$ cat config.mk
export PLATFORM = sky130hd
export DESIGN_NAME = nn_instr_issuer
export DESIGN_NICKNAME = d
export VERILOG_FILES = /design/src/rtl/nn_instr_issuer.sv
export SDC_FILE = /design/constraint.sdc
export NUM_CORES = 1
export LEC_CHECK = 0
export ABC_AREA = 1
export CORE_MARGIN = 3
export CORE_UTILIZATION = 40
export DETAILED_ROUTE_END_ITERATION = 6
export DONT_BUFFER_PORTS = 1
export PLACE_DENSITY_LB_ADDON = 0.1
export SLEW_MARGIN = 20
export SYNTH_ARGS = -nofsm -noshare
export SYNTH_HDL_FRONTEND = slang
export SYNTH_SLANG_ARGS = --single-unit
export TNS_END_PERCENT = 5
$ cat constraint.sdc
create_clock -name clk -period 7.4 [get_ports clk]
set_input_delay 0.74 -clock clk [delete_from_list [all_inputs] [get_ports clk]]
set_output_delay 0.74 -clock clk [all_outputs]
set_load 0.01 [all_outputs]
$ cat src/rtl/nn_instr_issuer.sv
// nn_instr_issuer: issuing end of the nn instruction port.
// The host queues {instr, hold} entries into a FIFO. On start they are driven
// back-to-back onto `instruction`, each for hold+1 cycles, with NOP (0)
// whenever nothing is issuing.
// Optional feature macro: NN_ISSUER_LOOP_EN adds a loop_cnt input. The queued
// program is then replayed loop_cnt extra times and freed after the final pass.
module nn_instr_issuer #(
    parameter int DEPTH   = 16,
    parameter int INSTR_W = 24,
    parameter int HOLD_W  = 8
) (
    input  logic                     clk,
    input  logic                     rst,
    input  logic                     prog_valid,
    output logic                     prog_ready,
    input  logic [INSTR_W-1:0]       prog_instr,
    input  logic [HOLD_W-1:0]        prog_hold,
    input  logic                     start,
    input  logic                     abort,
`ifdef NN_ISSUER_LOOP_EN
    input  logic [7:0]               loop_cnt,
`endif
    output logic [INSTR_W-1:0]       instruction,
    output logic                     busy,
    output logic                     done,
    output logic [$clog2(DEPTH):0]   fifo_count
);

    localparam int AW = $clog2(DEPTH);
    localparam int CW = AW + 1;
    localparam int EW = INSTR_W + HOLD_W;

    localparam logic [AW-1:0]      PTR_ONE    = AW'(1'b1);
    localparam logic [CW-1:0]      CNT_ONE    = CW'(1'b1);
    localparam logic [CW-1:0]      CNT_ZERO   = {CW{1'b0}};
    localparam logic [CW-1:0]      CNT_FULL   = CW'(DEPTH);
    localparam logic [HOLD_W-1:0]  HOLD_ONE   = HOLD_W'(1'b1);
    localparam logic [HOLD_W-1:0]  HOLD_ZERO  = {HOLD_W{1'b0}};
    localparam logic [INSTR_W-1:0] INSTR_NOP  = {INSTR_W{1'b0}};

    typedef enum logic [1:0] {
        ST_IDLE  = 2'd0,
        ST_ISSUE = 2'd1,
        ST_DONE  = 2'd2
    } state_t;

    logic [EW-1:0]      mem_q [DEPTH];
    state_t             state_q, state_d;
    logic [AW-1:0]      wr_ptr_q, wr_ptr_d;
    logic [AW-1:0]      rd_ptr_q, rd_ptr_d;
    logic [CW-1:0]      count_q, count_d;
    logic [INSTR_W-1:0] instr_q, instr_d;
    logic [HOLD_W-1:0]  hold_q, hold_d;

    logic               push_s;
    logic               pop_s;
    logic [AW-1:0]      rd_addr_s;
    logic [EW-1:0]      head_s;
    logic [INSTR_W-1:0] head_instr_s;
    logic [HOLD_W-1:0]  head_hold_s;

`ifdef NN_ISSUER_LOOP_EN
    // Replay state: issue pointer walks the program without freeing it.
    logic [AW-1:0]      iss_ptr_q, iss_ptr_d;
    logic [CW-1:0]      left_q, left_d;
    logic [CW-1:0]      len_q, len_d;
    logic [7:0]         loops_q, loops_d;
    logic               free_s;

    // Entries are locked while a looped program runs.
    assign prog_ready = (count_q != CNT_FULL) && (state_q != ST_ISSUE);
    // Mid-pass reads follow the issue pointer; start and rewind read the oldest entry.
    assign rd_addr_s  = ((state_q == ST_ISSUE) && (left_q != CNT_ZERO)) ? iss_ptr_q : rd_ptr_q;
`else
    assign prog_ready = (count_q != CNT_FULL);
    assign rd_addr_s  = rd_ptr_q;
`endif

    // An abort cycle drops any concurrent push.
    assign push_s       = prog_valid && prog_ready && !abort;
    assign head_s       = mem_q[rd_addr_s];
    assign head_instr_s = head_s[EW-1:HOLD_W];
    assign head_hold_s  = head_s[HOLD_W-1:0];

    assign instruction  = instr_q;
    assign busy         = (state_q == ST_ISSUE);
    assign done         = (state_q == ST_DONE);
    assign fifo_count   = count_q;

    // FIFO storage write port (data only, no reset needed).
    always_ff @(posedge clk) begin
        if (push_s) begin
            mem_q[wr_ptr_q] <= {prog_instr, prog_hold};
        end
    end

    // Sequencer next-state, issue register and FIFO pointer/count logic.
    always_comb begin
        state_d  = state_q;
        instr_d  = instr_q;
        hold_d   = hold_q;
        rd_ptr_d = rd_ptr_q;
        wr_ptr_d = wr_ptr_q;
        count_d  = count_q;
        pop_s    = 1'b0;
`ifdef NN_ISSUER_LOOP_EN
        iss_ptr_d = iss_ptr_q;
        left_d    = left_q;
        len_d     = len_q;
        loops_d   = loops_q;
        free_s    = 1'b0;
`endif
        case (state_q)
            ST_IDLE: begin
                instr_d = INSTR_NOP;
                if (start && (count_q != CNT_ZERO)) begin
                    state_d = ST_ISSUE;
                    instr_d = head_instr_s;
                    hold_d  = head_hold_s;
`ifdef NN_ISSUER_LOOP_EN
                    iss_ptr_d = rd_ptr_q + PTR_ONE;
                    left_d    = count_q - CNT_ONE;
                    len_d     = count_q;
                    loops_d   = loop_cnt;
`else
                    pop_s   = 1'b1;
`endif
                end else begin
                    state_d = ST_IDLE;
                end
            end
            ST_ISSUE: begin
                if (hold_q != HOLD_ZERO) begin
                    hold_d = hold_q - HOLD_ONE;
`ifdef NN_ISSUER_LOOP_EN
                end else if (left_q != CNT_ZERO) begin
                    instr_d   = head_instr_s;
                    hold_d    = head_hold_s;
                    iss_ptr_d = iss_ptr_q + PTR_ONE;
                    left_d    = left_q - CNT_ONE;
                end else if (loops_q != 8'd0) begin
                    // Rewind to the first entry of the program without a bubble.
                    instr_d   = head_instr_s;
                    hold_d    = head_hold_s;
                    iss_ptr_d = rd_ptr_q + PTR_ONE;
                    left_d    = len_q - CNT_ONE;
                    loops_d   = loops_q - 8'd1;
                end else begin
                    state_d = ST_DONE;
                    instr_d = INSTR_NOP;
                    free_s  = 1'b1;
                end
`else
                end else if (count_q != CNT_ZERO) begin
                    instr_d = head_instr_s;
                    hold_d  = head_hold_s;
                    pop_s   = 1'b1;
                end else begin
                    // Empty FIFO at end of hold is the end of the program.
                    state_d = ST_DONE;
                    instr_d = INSTR_NOP;
                end
`endif
            end
            ST_DONE: begin
                state_d = ST_IDLE;
                instr_d = INSTR_NOP;
            end
            default: begin
                state_d = ST_IDLE;
                instr_d = INSTR_NOP;
            end
        endcase

        if (push_s) begin
            wr_ptr_d = wr_ptr_q + PTR_ONE;
        end else begin
            wr_ptr_d = wr_ptr_q;
        end

        if (pop_s) begin
            rd_ptr_d = rd_ptr_q + PTR_ONE;
        end else begin
            rd_ptr_d = rd_ptr_q;
        end

        case ({push_s, pop_s})
            2'b10:   count_d = count_q + CNT_ONE;
            2'b01:   count_d = count_q - CNT_ONE;
            default: count_d = count_q;
        endcase

`ifdef NN_ISSUER_LOOP_EN
        // Release the whole program once the final pass has ended.
        if (free_s) begin
            rd_ptr_d = rd_ptr_q + len_q[AW-1:0];
            count_d  = count_q - len_q;
        end else begin
            count_d  = count_d;
        end
`endif

        // Abort flushes the FIFO and returns to idle without a done pulse.
        if (abort) begin
            state_d  = ST_IDLE;
            instr_d  = INSTR_NOP;
            hold_d   = HOLD_ZERO;
            rd_ptr_d = wr_ptr_q;
            wr_ptr_d = wr_ptr_q;
            count_d  = CNT_ZERO;
`ifdef NN_ISSUER_LOOP_EN
            left_d   = CNT_ZERO;
            loops_d  = 8'd0;
`endif
        end else begin
            state_d  = state_d;
        end
    end

    // State, pointer and output registers with asynchronous active-low reset.
    always_ff @(posedge clk or negedge rst) begin
        if (!rst) begin
            state_q  <= ST_IDLE;
            wr_ptr_q <= {AW{1'b0}};
            rd_ptr_q <= {AW{1'b0}};
            count_q  <= CNT_ZERO;
            instr_q  <= INSTR_NOP;
            hold_q   <= HOLD_ZERO;
`ifdef NN_ISSUER_LOOP_EN
            iss_ptr_q <= {AW{1'b0}};
            left_q    <= CNT_ZERO;
            len_q     <= CNT_ZERO;
            loops_q   <= 8'd0;
`endif
        end else begin
            state_q  <= state_d;
            wr_ptr_q <= wr_ptr_d;
            rd_ptr_q <= rd_ptr_d;
            count_q  <= count_d;
            instr_q  <= instr_d;
            hold_q   <= hold_d;
`ifdef NN_ISSUER_LOOP_EN
            iss_ptr_q <= iss_ptr_d;
            left_q    <= left_d;
            len_q     <= len_d;
            loops_q   <= loops_d;
`endif
        end
    end

endmodule
======== After elaboration in Yosys (flattened, before gate mapping) ========
Memories as Yosys holds them, arrays and structs flattened.
Index checks and enable logic that the tools add are counted.
cells by class
  muxes and demuxes ....................... 25
  reduce and logical (&&, ||, !) cells .... 13
  equal/unequal tests ..................... 9
  add/subtract/negate cells ............... 5
  bitwise operators ....................... 1
operators by type and width
  cell                                                                      count
  24-bit 2-to-1 mux                                                         4
  24-bit one-hot mux with 2 select lines                                    1
  8-bit 2-to-1 mux                                                          4
  8-bit one-hot mux with 2 select lines                                     1
  5-bit one-hot mux with 2 select lines                                     1
  3-bit inequality test (second input constant)                             3
  4-bit by 1-bit adder with 4-bit output (second input constant)            2
  4-bit 2-to-1 mux                                                          2
  8-bit nonzero test                                                        1
  8-bit by 1-bit subtractor with 8-bit output (second input constant)       1
  1-bit 2-to-1 mux                                                          6
  2-bit 2-to-1 mux                                                          3
  3-bit nonzero test                                                        2
  5-bit by 1-bit adder with 5-bit output (second input constant)            1
  5-bit 2-to-1 mux                                                          1
  5-bit inequality test (second input constant)                             1
  5-bit nonzero test                                                        1
  5-bit by 1-bit subtractor with 5-bit output (second input constant)       1
  2-bit by 1-bit == test with 1-bit output (second input constant)          2
  2-bit == test (second input constant)                                     2
  4-bit by 2-bit inequality test with 1-bit output (second input constant)  1
  2-bit one-hot mux with 2 select lines                                     1
  2-bit AND reduction                                                       2
  1-bit logical AND                                                         3
  other kinds (6)                                                           6
storage, ports and cells
  bits of input ports ..................... 37
  output and inout port bits .............. 32
  memories ................................ 1
  word-level logic and storage cells ...... 60
  RAM bits ................................ 512
  register bits after elaboration ......... 47
memories
  memory  words  width  read ports  clocked after Yosys merged registers in  wr ports  RTL line  RTL
  mem_q   16     32     1           0                                        1         47        logic [EW-1:0] mem_q [DEPTH];

======== Longest topological paths before layout ========
Gate-level depths: netlist (run 1).
  word-level depth ........................ 7
  mapped depth ............................ 18
  mapped depth without buffers ............ 18

======== Least setup slack after synthesis (run 1) ========
OpenSTA, ideal clock, no wires.
  kind .................................... input port to flip-flop
  start point ............................. input port abort
  end point ............................... memory mem_q[11][0] in the netlist's numbering, enable pin
  slack ................................... 4.198 ns
  buffers on the path ..................... 1
  data required time ...................... 6.979 ns
  cell stages on the path ................. 6
  arrival ................................. 2.781 ns
  setup time .............................. 0.421 ns
  path through ............................ buf_2 inv_2 nand2_2 inv_1 nand2_1 nor2_1
between the ends
  word-level cells in the longest chain between the ends .. 4
ends and longest elaborated chain
  item                                    RTL line  RTL
  start: declaration                      19        input logic abort,
  1-bit zero test                         80        assign push_s = prog_valid && prog_ready && !abort;
  1-bit logical AND                       80
  1-bit 2-to-1 mux                        92        if (push_s) begin
  1-bit 2-to-1 mux (implied by the code)  93        mem_q[wr_ptr_q] <= {prog_instr, prog_hold};
  end: declaration                        47
Every way passes these cells.

======== Final worst setup path (run 1) ========
  start point ............................. register rd_ptr_q[0], in the netlist rd_addr_s[0]
  end point ............................... register hold_q[4]
between the ends
  word-level cells in the longest chain between the ends .. 5
  elaborated cells between the ends (all ways) .. 6
  classes of those cells .................. 5 x mux; 1 x memory
ends and longest elaborated chain
  item                                     RTL line  RTL
  start: declaration                       50        logic [AW-1:0] rd_ptr_q, rd_ptr_d;
  start signal: assignment                 225       rd_ptr_q <= {AW{1'b0}};
  start signal: assignment                 238       rd_ptr_q <= rd_ptr_d;
  memory 16 x 32 bit *                     -
  8-bit 2-to-1 mux                         154       end else if (count_q != CNT_ZERO) begin
  8-bit 2-to-1 mux                         133       if (hold_q != HOLD_ZERO) begin
  8-bit one-hot mux with 2 select lines *  113       case (state_q)
  8-bit 2-to-1 mux *                       204       if (abort) begin
  end signal: assignment                   241       hold_q <= hold_d;
  end: declaration                         53        logic [HOLD_W-1:0] hold_q, hold_d;
Mark *: on every way between the ends. The rest lies on a longest branch, timed or not. The select of a mux whose other input is x is not followed.
A chain may end at the register's enable or synchronous reset.

==> impl_metrics.json, run 1 <==
{
  "syn-cell-area_um2": 22420,
  "grt_pass1_wl_mm": 92.17,
  "fp.dieH_um": 242.8,
  "synth-seq-cells": 559,
  "synth.area.top_cells": "edfxtp_1 (69%), dfrtp_1 (5.2%), o21ai_0 (3.8%)",
  "worstMarginPinSlew_ns": 1.073,
  "finalWeightedCongestion": 0.7513,
  "placed_area_um2": 23180,
  "grt_pass1_vias": 13330,
  "r2r-start": "rd_addr_s[0]",
  "rsz0062_at_grt": "false",
  "timing_hold_violations_final": 0,
  "cap_violations": 0,
  "placedCellCount": 2393,
  "slew_violations": 0,
  "synth_most_common_cell": "edfxtp_1",
  "min-delay-start": "abort",
  "via_per_inst": 5.451,
  "cts.sinks": 559,
  "numPortBuffers": 0,
  "hpwl_mm": 31.90,
  "synth.top_cell.area_share": 0.6858,
  "antenna_found_initial": 1,
  "dieWidth_um": 242.8,
  "final_antenna_net_count": 0,
  "synth_flop_cell": "edfxtp_1",
  "syn_nets": 1770,
  "routedWlPerCell_um": 24.91,
  "worstPathArrival_ns": 3.89,
  "wl_mm": 62.37,
  "yosysSeqAreaShare": 0.7382,
  "finalCriticalPeriod_ns": 3.357,
  "fin_ws_ns": 4.043,
  "path_common_cell": "o22ai_1",
  "stdcell_area_um2": 25040,
  "peakVddDrop_uv": 214.0,
  "fmax_ghz": 0.2979,
  "io_pins": 69,
  "yosysWarningCount": 0,
  "relSlewSlack": 0.2847,
  "drive_above_1_share": 0.09795,
  "start_util": 0.4054,
  "finalSetupTns_ns": 0,
  "place_ws_ns": 3.637,
  "worstPathRequired_ns": 7.94,
  "drc": 0,
  "synth_xor_area_frac": 0.003516,
  "fin_cells": 2504,
  "synth-edff-count": 512,
  "power_per_cell_area_nw_per_um2": 380.9,
  "status": "finished, final reports clean",
  "synth.avg_cell_area_um2": 13.00,
  "critical_path.max_stage_delay_ns": 0.78,
  "critPathBufInv": 2,
  "synthMuxAreaShare": 0,
  "track_usage": 0.2114,
  "clk_path_buf_depth": 3,
  "p_total_uw": 9536,
  "antenna_cells": 0,
  "synth_common_cells": "edfxtp_1 (512), nand2_1 (226), nor2_1 (175)",
  "worstPathCellList": "inv_6 -> buf_4 -> o21ai_0 -> o22ai_1 -> o211ai_1 -> o21ai_1 -> nor2_1 -> o22ai_1",
  "crit_family": "buffers and inverters",
  "htree_levels": 2,
  "nNetsFinal": 1753,
  "cts_tree": "built",
  "first_iter_violations": 1044,
  "critPathMaxFanout": 122,
  "cp-startpoint": "rd_addr_s[0]",
  "synth-compound-area-share": 0.1098,
  "dr.pass1.iters": 6,
  "worst_setup_path_start_kind": "flop",
  "path_clk_slew_ns": 0.06,
  "clock-root-buffer": "clkbuf_16",
  "slowest_stage": "inv_6",
  "period_share": 0.4537,
  "vias": 13650,
  "clock_latency_ns": 0.62,
  "crit_type": "flop to flop",
  "grt_overflow": 0,
  "num_rows": 86,
  "synth_top_area_cell": "edfxtp_1",
  "crit_path_end_kind": "flop",
  "area_growth_pct": 11.67,
  "grt_max_degree": 167,
  "hold_path.class": "input port to flop",
  "setup_viol": 0,
  "die_area_um2": 58930,
  "numCtsBuffers": 58,
  "postSynthCellCount": 1724,
  "yosys.area_share.adder": 0.005023,
  "synthSimpleGateAreaFrac": 0.1062,
  "finClkSkew_ns": 0.02164,
  "ctsResizeCount": 0,
  "async_flop_share": 0.08408,
  "core_um2": 55310,
  "ys_types": 44,
  "synth_top_family_by_area": "compound AO/OA/AOI/OAI gates",
  "leakagePower_uw": 0.008468
}
## flip-flops by register name, summed over array words and instances, names as in the netlist
name         flops
wr_ptr_q         4
rd_addr_s        4
mem_q          512
instruction     24
hold_q           8
fifo_count       5
state_q          2
## final cells by class
| class | instances | area [um2] |
|---|---|---|
| inverter | 72 | 277.8 |
| multi-input combinational | 986 | 5170 |
| sequential | 559 | 16560 |
| tap | 748 | 935.9 |
| timing repair buffer | 30 | 280.3 |
| clock buffer | 80 | 1565 |
| fill | 5042 | 30270 |
| clock inverter | 29 | 250.2 |
## stage by stage
stage	hold slack, ns	utilization
2_1_floorplan	0.4444	-
3_3_place_gp	0.4479	0.4185
3_5_place_dp	0.4476	0.4190
4_1_cts	0.1530	0.4525
5_1_grt	0.1808	0.4527
6_report	0.1967	0.4527
## power by group
group	switching, uW	internal [uW]
combinational	2000	781
clock	1210	1620
sequential	243	3690
## metal layers
layer  vias up  global-route usage  wire (um)
met3        89             0.03546       3285
met5         -                   0          0
li1       6313                   -          -
met4         0             0.06397       1609
met1      6910              0.2887      27690
met2       338              0.3488      29790
## cell families after synthesis
family                     count (synthesis)
and+or+nand+nor                          558
adders and majority gates                  9
buffers and inverters                    179
AOI/OAI and AO/OA                        410
DFF                                      559
xor gates and xnor gates                   9
## final timing paths
| kind | endpoint | slack [ns] | cells past startpoint |
|---|---|---|---|
| worst min register to register | hold_q[1] | 0.58 | 2 |
| worst max register to register | hold_q[4] | 4.04 | 8 |
| worst min-delay path | state_q[1] | 0.20 | 1 |
| max in group asynchronous | rd_addr_s[0] | 6.40 | 2 |
| min in group asynchronous | fifo_count[0] | 0.68 | 2 |
| worst max-delay path | hold_q[4] | 4.04 | 8 |
## layout by cell type (no fill, tap or decap), types with 7 or more instances in the layout
cell,netlist,layout
o22ai_1,28,28
o21ai_1,55,55
clkbuf_16,0,59
nor2_1,175,159
dfrtp_1,47,44
inv_1,62,61
nand3_1,121,121
o21ai_0,171,171
ha_1,9,9
a21oi_1,70,70
nand4_1,19,19
nor2_4,3,20
edfxtp_1,512,512
clkinv_1,0,10
o21a_1,10,10
a221oi_1,7,7
xor2_1,7,7
a221oi_2,11,11
clkbuf_1,43,20
clkinv_2,0,10
nand2_1,226,225
o221ai_1,34,34
inv_2,10,9
buf_4,8,26
## worst reg2reg max path: stages, from the launching register on
cell	delay, ns
dfrtp_4	0.72
inv_6	0.78
buf_4	0.82
o21ai_0	0.17
o22ai_1	0.22
o211ai_1	0.18
o21ai_1	0.15
nor2_1	0.09
o22ai_1	0.16
## timing repair
| action | 4_1_cts | 5_1_grt |
|---|---|---|
| hold buffers | 2 | 0 |
| endpoints found under the hold margin | 47 | 0 |
| setup buffers | 0 | 0 |
No activity file was read; power rests on OpenSTA's default activity.
==> inputs of run 2 (changes only) <==
--- a/config.mk
+++ b/config.mk
@@ -5,7 +5,7 @@
 export SDC_FILE = /design/constraint.sdc
 export NUM_CORES = 1
 export LEC_CHECK = 0
-export ABC_AREA = 1
+export ABC_AREA = 0
 export CORE_MARGIN = 3
 export CORE_UTILIZATION = 40
 export DETAILED_ROUTE_END_ITERATION = 6
==> constraint.sdc (replaced) <==
create_clock -name clk -period 3.5 [get_ports clk]
set_input_delay 0.35 -clock clk [delete_from_list [all_inputs] [get_ports clk]]
set_output_delay 0.35 -clock clk [all_outputs]
set_load 0.01 [all_outputs]
==> run 2 against run 1 <==
Net effect: clock skew rose by 0.0017 ns; area after synthesis fell by 2.7%; register-to-register slack got worse by 3.5 ns; clock-buffer cell count fell by 4; cell count fell by 25%; synthesized cell count fell by 39%; sequential share of layout area fell by 0.77 points; critical path depth fell by 1; worst hold slack got worse by 0.12 ns; setup slack got worse by 3.5 ns; non-clock buffer count rose by 48; critical path type unchanged.
==> impl_metrics.json, run 2 <==
{
  "fp.dieH_um": 239.6,
  "worstPathRequired_ns": 3.81,
  "antenna_found_initial": 1,
  "critical_path.max_stage_delay_ns": 0.59,
  "first_iter_violations": 863,
  "yosys.area_share.adder": 0.005160,
  "io_pins": 69,
  "cp_num_cells": 7,
  "largest_reg_flops": 512,
  "setup_viol": 0,
  "final_cell_mix": "edfxtp_1 (512), mux4_2 (118), clkbuf_16 (59)",
  "grt_pass1_wl_mm": 75.97,
  "core_um2": 53290,
  "synth_common_cells": "edfxtp_1 (512), mux4_2 (118), dfrtp_1 (47)",
  "vias": 10550,
  "utilization": 0.4755,
  "power_per_cell_area_nw_per_um2": 786.5,
  "placed_area_um2": 22940,
  "critPathMaxFanout": 13,
  "fin_cells": 1873,
  "crit_path_end_kind": "flop",
  "cts_tree": "built",
  "leakagePower_uw": 0.008355,
  "synth_flop_cell": "edfxtp_1",
  "switchingPower_uw": 5772,
  "async_flop_share": 0.08408,
  "period_share": 0.8567,
  "routedWlPerCell_um": 27.30,
  "power_frac_seq": 0.423,
  "post-cts-setup-buffers": 0,
  "dr.pass1.iters": 5,
  "final.fill_count": 4359,
  "clk_path_buf_depth": 3,
  "whs_path_depth": 2,
  "worstPathArrival_ns": 3.31,
  "final_antenna_net_count": 0,
  "numPortBuffers": 0,
  "ctsResizeCount": 0,
  "hold_path.class": "input port to flop",
  "layout_commonest_cell": "edfxtp_1",
  "start_util": 0.4095,
  "track_usage": 0.1832,
  "rsz0062_at_grt": "false",
  "critPathBufInv": 1,
  "p_int_uw": 14150,
  "worstPathCellList": "nor4_2 -> a21boi_1 -> nor2b_1 -> nand2_1 -> nor2_1 -> and2_2 -> buf_4",
  "synth_top_family_by_area": "multiplexers",
  "status": "finished, final reports clean",
  "htree_levels": 2,
  "finalWeightedCongestion": 0.7388,
  "wl_mm": 51.13,
  "timing_hold_violations_final": 0,
  "crit_type": "flop to flop",
  "cts.sinks": 559,
  "clock-root-buffer": "clkbuf_16",
  "ys_types": 49,
  "drive_above_1_share": 0.2354,
  "antenna_cells": 0,
  "crit_family": "simple AND/OR/NAND/NOR gates",
  "peakVddDrop_uv": 369.2,
  "worstMarginPinSlew_ns": 0.9525,
  "synth_most_common_cell": "edfxtp_1",
  "finalSetupTns_ns": 0,
  "grt_max_degree": 48,
  "dieWidth_um": 239.6,
  "pwr-share-comb": 0.252,
  "placedCellCount": 1728,
  "finClkSkew_ns": 0.02339,
  "whs_ns": 0.07938,
  "yosysSeqAreaShare": 0.7584,
  "fmax_ghz": 0.3335,
  "synthMuxAreaShare": 0.1492,
  "synth-edff-count": 512,
  "clock_latency_ns": 0.61,
  "synth-seq-cells": 559,
  "finalCriticalPeriod_ns": 2.998,
  "slew_violations": 0,
  "worst_setup_path_start_kind": "flop",
  "synth.area.top_cells": "edfxtp_1 (70%), mux4_2 (12%), dfrtp_1 (5.4%)",
  "area_growth_pct": 16.10,
  "yosysWarningCount": 0,
  "syn_nets": 1100,
  "relSlewSlack": 0.3643,
  "postSynthCellCount": 1054,
  "nNetsFinal": 1182,
  "hold_buffers": 35,
  "synth.top_cell.area_share": 0.7045,
  "cap_violations": 0,
  "grt_pass1_vias": 11030,
  "stdcell_area_um2": 25340,
  "drc": 0,
  "syn-cell-area_um2": 21820,
  "synth_top_area_cell": "edfxtp_1",
  "synth-compound-area-share": 0.04340,
  "die_area_um2": 57390,
  "hpwl_mm": 28.86,
  "clkPwrFrac": 0.325,
  "numCtsBuffers": 59,
  "synthSimpleGateAreaFrac": 0.02242,
  "reg2reg_depth": 7,
  "via_per_inst": 5.635,
  "synth.avg_cell_area_um2": 20.70,
  "num_rows": 84,
  "regMostFlops": "mem_q",
  "swShare": 0.2897,
  "path_clk_slew_ns": 0.06,
  "synth_xor_area_frac": 0.004014,
  "grt_overflow": 0,
  "slowest_stage": "nor2b_1"
}
==> run 2: changes by cell type after synthesis, sizes merged, moves of 34 or more <==
| cell | previous run | this run |
|---|---|---|
| a21oi | 70 | 36 |
| inv | 72 | 9 |
| mux2i | 0 | 44 |
| mux4 | 0 | 118 |
| nand2 | 230 | 15 |
| nand3 | 125 | 1 |
| nor2 | 180 | 21 |
| o21ai | 229 | 40 |
| o221ai | 34 | 0 |
==> run 2: area by class of cell <==
type	count	area, um2	area share
clock buffers	76	1610	0.06356
clock inverters	34	419.2	0.01654
inverters	9	33.78	0.001333
multi-input cells	429	4922	0.1943
flip-flops and latches	559	16560	0.6537
well taps	688	860.8	0.03398
repair buffers	78	928.4	0.03664
==> run 2: cell families after synthesis <==
family / after synthesis
XOR/XNOR: 10
AO/OA/AOI/OAI: 145
adder cells (fa/ha/maj): 9
multiplexers: 176
buffers and inverters: 66
AND/OR/NAND/NOR: 89
flip-flops: 559
==> run 2: worst reg2reg max path: stages, from the launching register on <==
cell and delay, ns:
dfrtp_1 0.53, nor4_2 0.14, a21boi_1 0.29, nor2b_1 0.59
nand2_1 0.13, nor2_1 0.18, and2_2 0.53, buf_4 0.32
==> run 2: power groups by stage <==
stage / registers [uW] / logic, uW / clock network, uW
final: 8430 / 5020 / 6480
after global routing: 8510 / 5450 / 6930
after CTS: 8450 / 5120 / 6650
after detailed placement: 8590 / 4970 / 0
after global placement: 8580 / 4990 / 0
after floorplan: 8180 / 3890 / 0
==> run 2: metal layers <==
layer | vias to the layer above | share of wire | track usage
met2 | 218 | 0.47 | 0.2848
met5 | - | 0.00025 | 0
met1 | 5722 | 0.47 | 0.2719
met3 | 70 | 0.045 | 0.02786
li1 | 4542 | - | -
met4 | 2 | 0.020 | 0.05003
==> run 2: final timing paths <==
kind                                       from              end  slack, ns
worst max-delay path              fifo_count[1]      mem_q[6][8]       0.50
worst min-delay path                      abort      wr_ptr_q[0]       0.08
worst max register to register    fifo_count[1]      mem_q[6][8]       0.50
worst min register to register  instruction[21]  instruction[21]       0.55
max in group asynchronous                   rst     rd_addr_s[1]       2.88
min in group asynchronous                   rst  instruction[18]       0.29
==> run 2: stage by stage <==
step           setup WS, ns  total power (uW)
2_1_floorplan        0.8088             12070
5_1_grt              0.2162             20890
3_5_place_dp         0.4916             13560
6_report             0.5017             19930
4_1_cts              0.4731             20230
3_3_place_gp         0.5537             13570
==> inputs of run 3 (changes only) <==
--- a/config.mk
+++ b/config.mk
@@ -5,7 +5,7 @@
 export SDC_FILE = /design/constraint.sdc
 export NUM_CORES = 1
 export LEC_CHECK = 0
-export ABC_AREA = 0
+export ABC_AREA = 1
 export CORE_MARGIN = 3
 export CORE_UTILIZATION = 40
 export DETAILED_ROUTE_END_ITERATION = 6
==> run 3 against run 2 <==
Net effect: setup slack improved by 0.32 ns; power up 5.6%; worst hold slack worse by 0.013 ns; clock skew down 0.0042 ns; sequential power down 2.8%; critical endpoint is now mem_q[7][6]; clock power barely moved; die area grew 2.7%; global-route usage rose by 2.5 points; via count is 31% higher; wire length is 20% higher.
==> impl_metrics.json, run 3 (synthesized netlist as in run 1, its figures left out) <==
{
  "slew_violations": 0,
  "fin_ws_ns": 0.8190,
  "peakVddDrop_uv": 408.2,
  "first_iter_violations": 1303,
  "grt_pass1_vias": 13600,
  "slowest_stage": "dfrtp_1",
  "worstMarginPinSlew_ns": 0.8824,
  "fp.dieH_um": 242.8,
  "grt_busiest_layer": "met2",
  "wl_mm": 61.55,
  "post-cts-setup-buffers": 0,
  "drive_above_1_share": 0.1099,
  "numCtsBuffers": 59,
  "critPathBufInv": 3,
  "die_area_um2": 58930,
  "dieWidth_um": 242.8,
  "status": "finished, final reports clean",
  "hold_buffers": 35,
  "dr.pass1.iters": 5,
  "area_growth_pct": 14.93,
  "critPathMaxFanout": 12,
  "crit_type": "flop to flop",
  "power_per_cell_area_nw_per_um2": 816.7,
  "num_rows": 86,
  "regMostFlops": "mem_q",
  "clkPwrFrac": 0.308,
  "worst_setup_path_start_kind": "flop",
  "layout_commonest_cell": "edfxtp_1",
  "min-delay-start": "abort",
  "place_ws_ns": 0.7802,
  "cp-startpoint": "fifo_count[2]",
  "leakagePower_uw": 0.008824,
  "critical_path.max_stage_delay_ns": 0.47,
  "worstPathCellList": "nor2_1 -> nand3_1 -> nand2_1 -> inv_1 -> nand2_2 -> inv_1 -> nand2_1 -> nor2_4 -> buf_4",
  "largest_reg_flops": 512,
  "final_antenna_net_count": 0,
  "numPortBuffers": 0,
  "crit_path_end_kind": "flop",
  "clock_latency_ns": 0.61,
  "hold_path.class": "input port to flop",
  "drc": 0,
  "clock-root-buffer": "clkbuf_16",
  "finalCriticalPeriod_ns": 2.681,
  "grt_pass1_wl_mm": 91.51,
  "track_usage": 0.2078,
  "gr-usage-met1": 0.2959,
  "clk_path_buf_depth": 3,
  "cap_violations": 0,
  "power_frac_seq": 0.389,
  "fmax_ghz": 0.3730,
  "routedWlPerCell_um": 24.04,
  "period_share": 0.7660,
  "via_per_inst": 5.412,
  "p_int_uw": 13520,
  "worstPathArrival_ns": 2.98,
  "rsz0062_at_grt": "false",
  "crit_family": "simple AND/OR/NAND/NOR gates",
  "worstPathRequired_ns": 3.80,
  "io_pins": 69,
  "hpwl_mm": 34.92,
  "path_clk_slew_ns": 0.06,
  "finalSetupTns_ns": 0,
  "core_um2": 55310,
  "start_util": 0.4054,
  "nNetsFinal": 1806,
  "r2r-start": "fifo_count[2]",
  "grt_use_met2": 0.3307,
  "cts_tree": "built",
  "ctsResizeCount": 0,
  "pwr-share-comb": 0.303,
  "vias": 13860,
  "grt_max_degree": 165,
  "htree_levels": 2,
  "grt_util_met3": 0.03270,
  "grt_overflow": 0,
  "switchingPower_uw": 7526,
  "antenna_found_initial": 3,
  "setup_viol": 0,
  "final_cell_mix": "edfxtp_1 (512), nand2_1 (225), o21ai_0 (171)",
  "cts.sinks": 559,
  "timing_hold_violations_final": 0,
  "final.fill_count": 4972,
  "finalWeightedCongestion": 0.7775,
  "finClkSkew_ns": 0.01917,
  "swShare": 0.3576,
  "relSlewSlack": 0.4111
}
## run 3: changes by cell type in the layout (fill, tap and decap cells not counted), moves of 18 or more
cell      change
o21ai_1      +39
inv_1        +52
nor2_1      +139
o22ai_1      +28
nand4_1      +18
mux4_2      -118
nand2_1     +210
o221ai_1     +34
nor2_4       +20
o21ai_0     +147
nand3_1     +120
a21oi_1      +34
mux2i_1      -44
## run 3: worst reg2reg max path, cell delays in order, from the launching register on
cell     delay (ns)
dfrtp_1        0.47
nor2_1         0.11
nand3_1        0.18
nand2_1        0.09
inv_1          0.10
nand2_2        0.14
inv_1          0.23
nand2_1        0.31
nor2_4         0.45
buf_4          0.30
## run 3: final timing paths
kind,depth (start not counted),end,slack (ns)
setup / recovery,9,mem_q[7][6],0.82
hold / removal,3,fifo_count[0],0.07
setup reg to reg,9,mem_q[7][6],0.82
hold reg to reg,2,hold_q[2],0.58
max in group asynchronous,2,instruction[15],2.85
min in group asynchronous,2,instruction[6],0.35
## run 3: per-stage QoR
step                instance area [um2]  power [uW]  hold WS (ns)  utilization  std cells
floorplan                         22420       12400       0.05441            -       1724
global placement                  23380       14590       0.05604       0.4228       2412
detailed placement                23380       14610       0.05610       0.4228       2412
CTS                               25760       21250       0.01849       0.4658       2558
global route                      25760       22190       0.06929       0.4658       2558
finish                            25770       21040       0.06649       0.4659       2560
## run 3: layout make-up
cell class	count	area [um2]	area share
multi-input cells	986	5162	0.2003
clock inverters	37	437.9	0.01699
well taps	748	935.9	0.03632
repair buffers	82	820.8	0.03185
clock buffers	74	1574	0.06108
diodes	2	5.005	0.0001942
inverters	72	275.3	0.01068
flip-flops and latches	559	16560	0.6425
## run 3: routing by layer
metal  vias to the layer above  wire, um
met1                      6996     28210
met3                        88      2998
met5                         -         0
li1                       6429         -
met2                       342     28860
met4                         0      1485
## run 3: power groups by stage
stage	Combinational, uW	Clock [uW]	Sequential (uW)
3_3_place_gp	6270	0	8320
5_1_grt	7070	6880	8240
3_5_place_dp	6270	0	8330
2_1_floorplan	4240	0	8160
4_1_cts	6440	6610	8200
6_report	6380	6480	8190
